## config.mk

```make
export PLATFORM = sky130hd
export DESIGN_NAME = pfpu_dmawr_flat
export DESIGN_NICKNAME = d
export VERILOG_FILES = /design/src/rtl/pfpu_dmawr_pkg.sv /design/src/rtl/pfpu_dmawr_if.sv /design/src/rtl/pfpu_dmafifo.sv /design/src/rtl/pfpu_dmawr.sv /design/src/flat_wrapper.sv
export SDC_FILE = /design/constraint.sdc
export NUM_CORES = 1
export LEC_CHECK = 0
export BUFFER_PORTS_ARGS = -buffer_cell sky130_fd_sc_hd__clkbuf_2
export CAP_MARGIN = 40
export CORE_MARGIN = 5
export CORE_UTILIZATION = 50
export CTS_CLUSTER_SIZE = 14
export DETAILED_ROUTE_END_ITERATION = 16
export PLACE_DENSITY = 0.77
export SETUP_SLACK_MARGIN = 0.5
export SYNTH_ARGS = -nofsm -noshare
export SYNTH_HDL_FRONTEND = slang
export SYNTH_HIERARCHICAL = 1
export SYNTH_SLANG_ARGS = --single-unit
```

## constraint.sdc

```tcl
create_clock -name sys_clk -period 3.6 [get_ports sys_clk]
set_input_delay 0.18 -clock sys_clk [delete_from_list [all_inputs] [get_ports sys_clk]]
set_output_delay 0.18 -clock sys_clk [all_outputs]
set_load 0.01 [all_outputs]
```

## src/rtl/pfpu_dmawr_pkg.sv

```systemverilog
// Shared types for the PFPU vertex write-back stage: FSM states, FIFO entry layout
// and the Wishbone address builder.
package pfpu_dmawr_pkg;

  localparam int unsigned ADR_W = 29;
  localparam int unsigned DAT_W = 32;
  localparam int unsigned WB_AW = 32;

  typedef enum logic [1:0] {
    ST_IDLE = 2'd0,
    ST_W1   = 2'd1,
    ST_W2   = 2'd2
  } state_e;

  // One vertex result: 29 + 32 + 32 = 93 bits.
  typedef struct packed {
    logic [ADR_W-1:0] adr;
    logic [DAT_W-1:0] d1;
    logic [DAT_W-1:0] d2;
  } entry_t;

  // Byte address of word 0 or word 1 of an 8-byte vertex slot.
  function automatic logic [WB_AW-1:0] wb_addr(input logic [ADR_W-1:0] adr,
                                               input logic             second);
    return {adr, second, 2'b00};
  endfunction

endpackage

```

## src/rtl/pfpu_dmawr_if.sv

```systemverilog
// Push-side and Wishbone master signals of the write-back stage.
interface pfpu_dmawr_if #(
  parameter int unsigned FIFO_AW = 2
);
  logic             dma_en;
  logic [28:0]      dma_adr;
  logic [31:0]      dma_d1;
  logic [31:0]      dma_d2;
  logic             dma_busy;
  logic [FIFO_AW:0] dma_pending;
  logic             dma_idle;
  logic             dma_ovf;

  logic [31:0]      wbm_adr_o;
  logic [31:0]      wbm_dat_o;
  logic             wbm_cyc_o;
  logic             wbm_stb_o;
  logic             wbm_ack_i;

  modport master (
    input  dma_en, dma_adr, dma_d1, dma_d2, wbm_ack_i,
    output dma_busy, dma_pending, dma_idle, dma_ovf,
           wbm_adr_o, wbm_dat_o, wbm_cyc_o, wbm_stb_o
  );

  modport slave (
    output dma_en, dma_adr, dma_d1, dma_d2, wbm_ack_i,
    input  dma_busy, dma_pending, dma_idle, dma_ovf,
           wbm_adr_o, wbm_dat_o, wbm_cyc_o, wbm_stb_o
  );
endinterface

```

## src/rtl/pfpu_dmafifo.sv

```systemverilog
// Synchronous vertex FIFO with registered count; head and the entry behind it are
// readable without a pop.
module pfpu_dmafifo
  import pfpu_dmawr_pkg::*;
#(
  parameter int unsigned FIFO_AW = 2
) (
  input  logic             clk,
  input  logic             rst,
  input  logic             push_i,
  input  logic             pop_i,
  input  entry_t           din_i,
  output entry_t           head_o,
  output entry_t           head_next_o,
  output logic [FIFO_AW:0] count_o,
  output logic             full_o,
  output logic             empty_o
);

  localparam int unsigned DEPTH = 1 << FIFO_AW;
  localparam int unsigned PW    = (FIFO_AW > 0) ? FIFO_AW : 1;
  localparam int unsigned CW    = FIFO_AW + 1;

  entry_t          mem_q [DEPTH];
  logic [PW-1:0]   wr_ptr_q, wr_ptr_d;
  logic [PW-1:0]   rd_ptr_q, rd_ptr_d;
  logic [CW-1:0]   count_q, count_d;
  logic            push_ok, pop_ok;

  function automatic logic [PW-1:0] ptr_inc(input logic [PW-1:0] p);
    if (p == PW'(DEPTH - 1)) return '0;
    return p + PW'(1);
  endfunction

  // Fullness comes from the registered count, so a same-edge pop never frees a slot.
  assign full_o      = (count_q == CW'(DEPTH));
  assign empty_o     = (count_q == '0);
  assign push_ok     = push_i && !full_o;
  assign pop_ok      = pop_i && !empty_o;
  assign count_o     = count_q;
  assign head_o      = mem_q[rd_ptr_q];
  assign head_next_o = mem_q[ptr_inc(rd_ptr_q)];

  always_comb begin
    wr_ptr_d = wr_ptr_q;
    rd_ptr_d = rd_ptr_q;
    count_d  = count_q;
    if (push_ok) wr_ptr_d = ptr_inc(wr_ptr_q);
    if (pop_ok)  rd_ptr_d = ptr_inc(rd_ptr_q);
    case ({push_ok, pop_ok})
      2'b10:   count_d = count_q + CW'(1);
      2'b01:   count_d = count_q - CW'(1);
      default: count_d = count_q;
    endcase
  end

  always_ff @(posedge clk or posedge rst) begin
    if (rst) begin
      wr_ptr_q <= '0;
      rd_ptr_q <= '0;
      count_q  <= '0;
    end else begin
      wr_ptr_q <= wr_ptr_d;
      rd_ptr_q <= rd_ptr_d;
      count_q  <= count_d;
    end
  end

  // Storage needs no reset; validity is tracked by the pointers and count.
  always_ff @(posedge clk) begin
    if (push_ok) mem_q[wr_ptr_q] <= din_i;
  end

endmodule

```

## src/rtl/pfpu_dmawr.sv

```systemverilog
// PFPU vertex write-back: queues VECTOUT results and drains each as two
// back-to-back single-word Wishbone writes.
module pfpu_dmawr
  import pfpu_dmawr_pkg::*;
#(
  parameter int unsigned FIFO_AW = 2
) (
  input  logic             sys_clk,
  input  logic             sys_rst,
  pfpu_dmawr_if.master     bus
);

  localparam int unsigned CW = FIFO_AW + 1;

  entry_t          push_entry;
  entry_t          fifo_head;
  entry_t          fifo_head_next;
  logic [CW-1:0]   fifo_count;
  logic            fifo_full, fifo_empty;
  logic            push_ok, pop;

  state_e          state_q, state_d;
  logic            cyc_q, cyc_d;
  logic [31:0]     adr_q, adr_d;
  logic [31:0]     dat_q, dat_d;
  logic            ovf_q, ovf_d;

  assign push_entry = '{adr: bus.dma_adr, d1: bus.dma_d1, d2: bus.dma_d2};
  assign push_ok    = bus.dma_en && !fifo_full;
  assign pop        = (state_q == ST_W2) && bus.wbm_ack_i;

  pfpu_dmafifo #(.FIFO_AW(FIFO_AW)) u_fifo (
    .clk         (sys_clk),
    .rst         (sys_rst),
    .push_i      (bus.dma_en),
    .pop_i       (pop),
    .din_i       (push_entry),
    .head_o      (fifo_head),
    .head_next_o (fifo_head_next),
    .count_o     (fifo_count),
    .full_o      (fifo_full),
    .empty_o     (fifo_empty)
  );

  // Word sequencing; an entry arriving into an empty FIFO is forwarded directly so
  // the first strobe appears right after its push edge.
  always_comb begin
    state_d = state_q;
    cyc_d   = cyc_q;
    adr_d   = adr_q;
    dat_d   = dat_q;
    ovf_d   = bus.dma_en && fifo_full;
    case (state_q)
      ST_IDLE: begin
        if (!fifo_empty) begin
          state_d = ST_W1;
          cyc_d   = 1'b1;
          adr_d   = wb_addr(fifo_head.adr, 1'b0);
          dat_d   = fifo_head.d1;
        end else if (push_ok) begin
          state_d = ST_W1;
          cyc_d   = 1'b1;
          adr_d   = wb_addr(push_entry.adr, 1'b0);
          dat_d   = push_entry.d1;
        end
      end
      ST_W1: begin
        if (bus.wbm_ack_i) begin
          state_d = ST_W2;
          adr_d   = wb_addr(fifo_head.adr, 1'b1);
          dat_d   = fifo_head.d2;
        end
      end
      ST_W2: begin
        if (bus.wbm_ack_i) begin
          if (fifo_count > CW'(1)) begin
            state_d = ST_W1;
            adr_d   = wb_addr(fifo_head_next.adr, 1'b0);
            dat_d   = fifo_head_next.d1;
          end else if (push_ok) begin
            state_d = ST_W1;
            adr_d   = wb_addr(push_entry.adr, 1'b0);
            dat_d   = push_entry.d1;
          end else begin
            state_d = ST_IDLE;
            cyc_d   = 1'b0;
          end
        end
      end
      default: begin
        state_d = ST_IDLE;
        cyc_d   = 1'b0;
      end
    endcase
  end

  always_ff @(posedge sys_clk or posedge sys_rst) begin
    if (sys_rst) begin
      state_q <= ST_IDLE;
      cyc_q   <= 1'b0;
      adr_q   <= '0;
      dat_q   <= '0;
      ovf_q   <= 1'b0;
    end else begin
      state_q <= state_d;
      cyc_q   <= cyc_d;
      adr_q   <= adr_d;
      dat_q   <= dat_d;
      ovf_q   <= ovf_d;
    end
  end

  assign bus.wbm_cyc_o   = cyc_q;
  assign bus.wbm_stb_o   = cyc_q;
  assign bus.wbm_adr_o   = adr_q;
  assign bus.wbm_dat_o   = dat_q;
  assign bus.dma_busy    = fifo_full;
  assign bus.dma_pending = fifo_count;
  assign bus.dma_idle    = (state_q == ST_IDLE) && fifo_empty;
  assign bus.dma_ovf     = ovf_q;

endmodule

```

## src/flat_wrapper.sv

```systemverilog
// flat-port wrapper written by rule: the top's interface ports become plain ports
module pfpu_dmawr_flat import pfpu_dmawr_pkg::*;
#(
  parameter int unsigned FIFO_AW = 2
)
  (sys_clk, sys_rst, bus_dma_en, bus_dma_adr, bus_dma_d1, bus_dma_d2, bus_wbm_ack_i, bus_dma_busy, bus_dma_pending, bus_dma_idle, bus_dma_ovf, bus_wbm_adr_o, bus_wbm_dat_o, bus_wbm_cyc_o, bus_wbm_stb_o);
  pfpu_dmawr_if #(.FIFO_AW(FIFO_AW)) bus_i ();
  input  logic sys_clk;
  input  logic sys_rst;
  input wire logic [$bits(bus_i.dma_en)-1:0] bus_dma_en;
  input wire logic [$bits(bus_i.dma_adr)-1:0] bus_dma_adr;
  input wire logic [$bits(bus_i.dma_d1)-1:0] bus_dma_d1;
  input wire logic [$bits(bus_i.dma_d2)-1:0] bus_dma_d2;
  input wire logic [$bits(bus_i.wbm_ack_i)-1:0] bus_wbm_ack_i;
  output wire logic [$bits(bus_i.dma_busy)-1:0] bus_dma_busy;
  output wire logic [$bits(bus_i.dma_pending)-1:0] bus_dma_pending;
  output wire logic [$bits(bus_i.dma_idle)-1:0] bus_dma_idle;
  output wire logic [$bits(bus_i.dma_ovf)-1:0] bus_dma_ovf;
  output wire logic [$bits(bus_i.wbm_adr_o)-1:0] bus_wbm_adr_o;
  output wire logic [$bits(bus_i.wbm_dat_o)-1:0] bus_wbm_dat_o;
  output wire logic [$bits(bus_i.wbm_cyc_o)-1:0] bus_wbm_cyc_o;
  output wire logic [$bits(bus_i.wbm_stb_o)-1:0] bus_wbm_stb_o;
  assign bus_i.dma_en = bus_dma_en;
  assign bus_i.dma_adr = bus_dma_adr;
  assign bus_i.dma_d1 = bus_dma_d1;
  assign bus_i.dma_d2 = bus_dma_d2;
  assign bus_i.wbm_ack_i = bus_wbm_ack_i;
  assign bus_dma_busy = bus_i.dma_busy;
  assign bus_dma_pending = bus_i.dma_pending;
  assign bus_dma_idle = bus_i.dma_idle;
  assign bus_dma_ovf = bus_i.dma_ovf;
  assign bus_wbm_adr_o = bus_i.wbm_adr_o;
  assign bus_wbm_dat_o = bus_i.wbm_dat_o;
  assign bus_wbm_cyc_o = bus_i.wbm_cyc_o;
  assign bus_wbm_stb_o = bus_i.wbm_stb_o;
  pfpu_dmawr #(.FIFO_AW(FIFO_AW)) u_core (.sys_clk(sys_clk), .sys_rst(sys_rst), .bus(bus_i));
endmodule
```

==> impl_metrics.toml <==
[run_status]
outcome = "finished, final reports clean"

[sta]
slew_viol_final = 0
finClkSkew_ns = 0.01044
tightest_slew_ns = 0.8660
fin_ws_ns = 0.9548
finalCritPeriodShare = 0.7348
maxSlewHeadroom = 0.4182
setup_viol = 0
hold_ws_ns = 0.1590
period_needed_ns = 2.645
setup_tns_ns = 0
fmax_mhz = 378.0
hold_violations = 0
rsz0062_at_grt = "false"

[routing]
wl_met2_mm = 21.86
ant_nets = 0
wl_per_cell_um = 25.88
drc_errors = 0
highest_layer = "met5"
wl_met1_mm = 18.35
vias = 10690
via_per_inst = 6.194
drtIter0Drc = 998
routed_wl_mm = 44.66
wl_met3_mm = 3.668
dr.pass1.iters = 8

[finish]
finalNonFillerCells = 1726
design_area_um2 = 22920
postLayoutCoreUtil = 0.6085
layout_common_cells = "edfxtp_1 (372), clkbuf_2 (168), mux4_2 (154), dlygate4sd3_1 (96), dfrtp_1 (73)"
drive_above_1_share = 0.3666
final_common_cell = "edfxtp_1"
nNetsFinal = 1283
area_delta_synth_final_pct = 20.42

[grt]
overflow = 0
grt_max_degree = 95
gr-usage-all-layers = 0.2170
antenna_found_initial = 6
grt_pass1_vias = 11650
grt_pass1_wl_mm = 69.43

[power]
leakagePower_nw = 8.016
report.power.total_mw = 20.79
power_density_nw_per_um2 = 906.9
ir_worst_vdd_mv = 0.6327

[die]
initial_core_util = 0.5053
core_area_um2 = 37670
rows = 71
io_pins = 169
dieArea_um2 = 42070
die_y_um = 205.1
die_x_um = 205.1

[placement]
hpwl_mm = 25.46
placedCellCount = 1543
dpl_cell_area_um2 = 20460
placement.io_buffers = 168
place.gp.congestion = 0.7438
place_ws_ns = 0.9399

[synth]
synthCells = 907
synth_warnings = 6
netlist_area_um2 = 19030
postSynthAreaPerCell_um2 = 20.99
synth_fp_nets = 1015

[clock_tree]
cts_tree = "done"
cts_root_buf = "clkbuf_16"
ctsResizeCount = 0
clock_path_buffers = 3
clock_latency_ns = 0.55
htreeDepth = 2
path_clk_slew_ns = 0.06
cts.sinks = 447
cts_buffers = 45

[critical_path]
worst_ep_required_time_ns = 4.00
critPathMaxFanout = 29
critPathCaptureType = "flop"
crit_arrival_ns = 3.05
crit_path_start_kind = "flop"
crit_type = "flop to flop"
rrSetupSlack_ns = 0.95

[job]
cap_violations = 0

[hold_path]
hold_path.class = "input port to async pin"
-- critical path, cell delays in order, from the launching register on --
cell and delay [ns]:
dfrtp_1 0.46, nor3_1 0.74, nand2b_4 0.13, a21boi_2 0.19, buf_4 0.26, a222oi_1 0.55, o2bb2ai_1 0.16
-- layout make-up --
class                           count  area (um^2)
Antenna cell                        4        10.01
Clock buffer                       58         1267
Clock inverter                     25        220.2
Fill cell                        2673        14750
Inverter                           13        50.05
Multi-Input combinational cell    374         5464
Sequential cell                   447        13060
Tap cell                          511        639.4
Timing Repair Buffer              294         2215
-- repair_timing --
item,CTS,global route
hold buffers,96,0
setup buffers,0,0
hold endpoints to repair,435,0
-- flip-flops by register name (all words and copies together), names as in the netlist --
register and flops:
u_core/state_q 2, u_core/u_fifo/wr_ptr_q 2, u_core/bus.wbm_adr_o 32, u_core/u_fifo/mem_q 372
u_core/bus.dma_ovf 1, u_core/u_fifo/count_o 3, u_core/bus.wbm_dat_o 32, u_core/u_fifo/rd_ptr_q 2
u_core/bus.wbm_cyc_o 1
-- final timing paths --
| path | from | endpoint | cells past startpoint |
|---|---|---|---|
| min reg2reg | u_core/bus.wbm_dat_o[20]$_DFFE_PP0P_ | u_core/bus.wbm_dat_o[20]$_DFFE_PP0P_ | 1 |
| max in group asynchronous | sys_rst | u_core/bus.wbm_adr_o[21]$_DFFE_PP0P_ | 5 |
| max | u_core/u_fifo/count_o[1]$_DFFE_PP0P_ | u_core/bus.wbm_adr_o[10]$_DFFE_PP0P_ | 6 |
| min | sys_rst | u_core/u_fifo/count_o[1]$_DFFE_PP0P_ | 3 |
| max reg2reg | u_core/u_fifo/count_o[1]$_DFFE_PP0P_ | u_core/bus.wbm_adr_o[10]$_DFFE_PP0P_ | 6 |
| min in group sys_clk | bus_dma_d2[7] | u_core/u_fifo/mem_q[3][7]$_DFFE_PP_ | 2 |
-- layer usage --
metal / up-vias / track usage
met5: - / 0
met4: 4 / 0.04952
met3: 78 / 0.04749
met2: 501 / 0.3512
met1: 5573 / 0.3079
li1: 4535 / -
-- power by group --
group / switching, mW / internal [mW] / total [mW]
Sequential: 0.580 / 7.00 / 7.58
Clock: 1.89 / 2.77 / 4.65
Combinational: 4.52 / 4.04 / 8.56
Power figures use the tool's default switching activity.
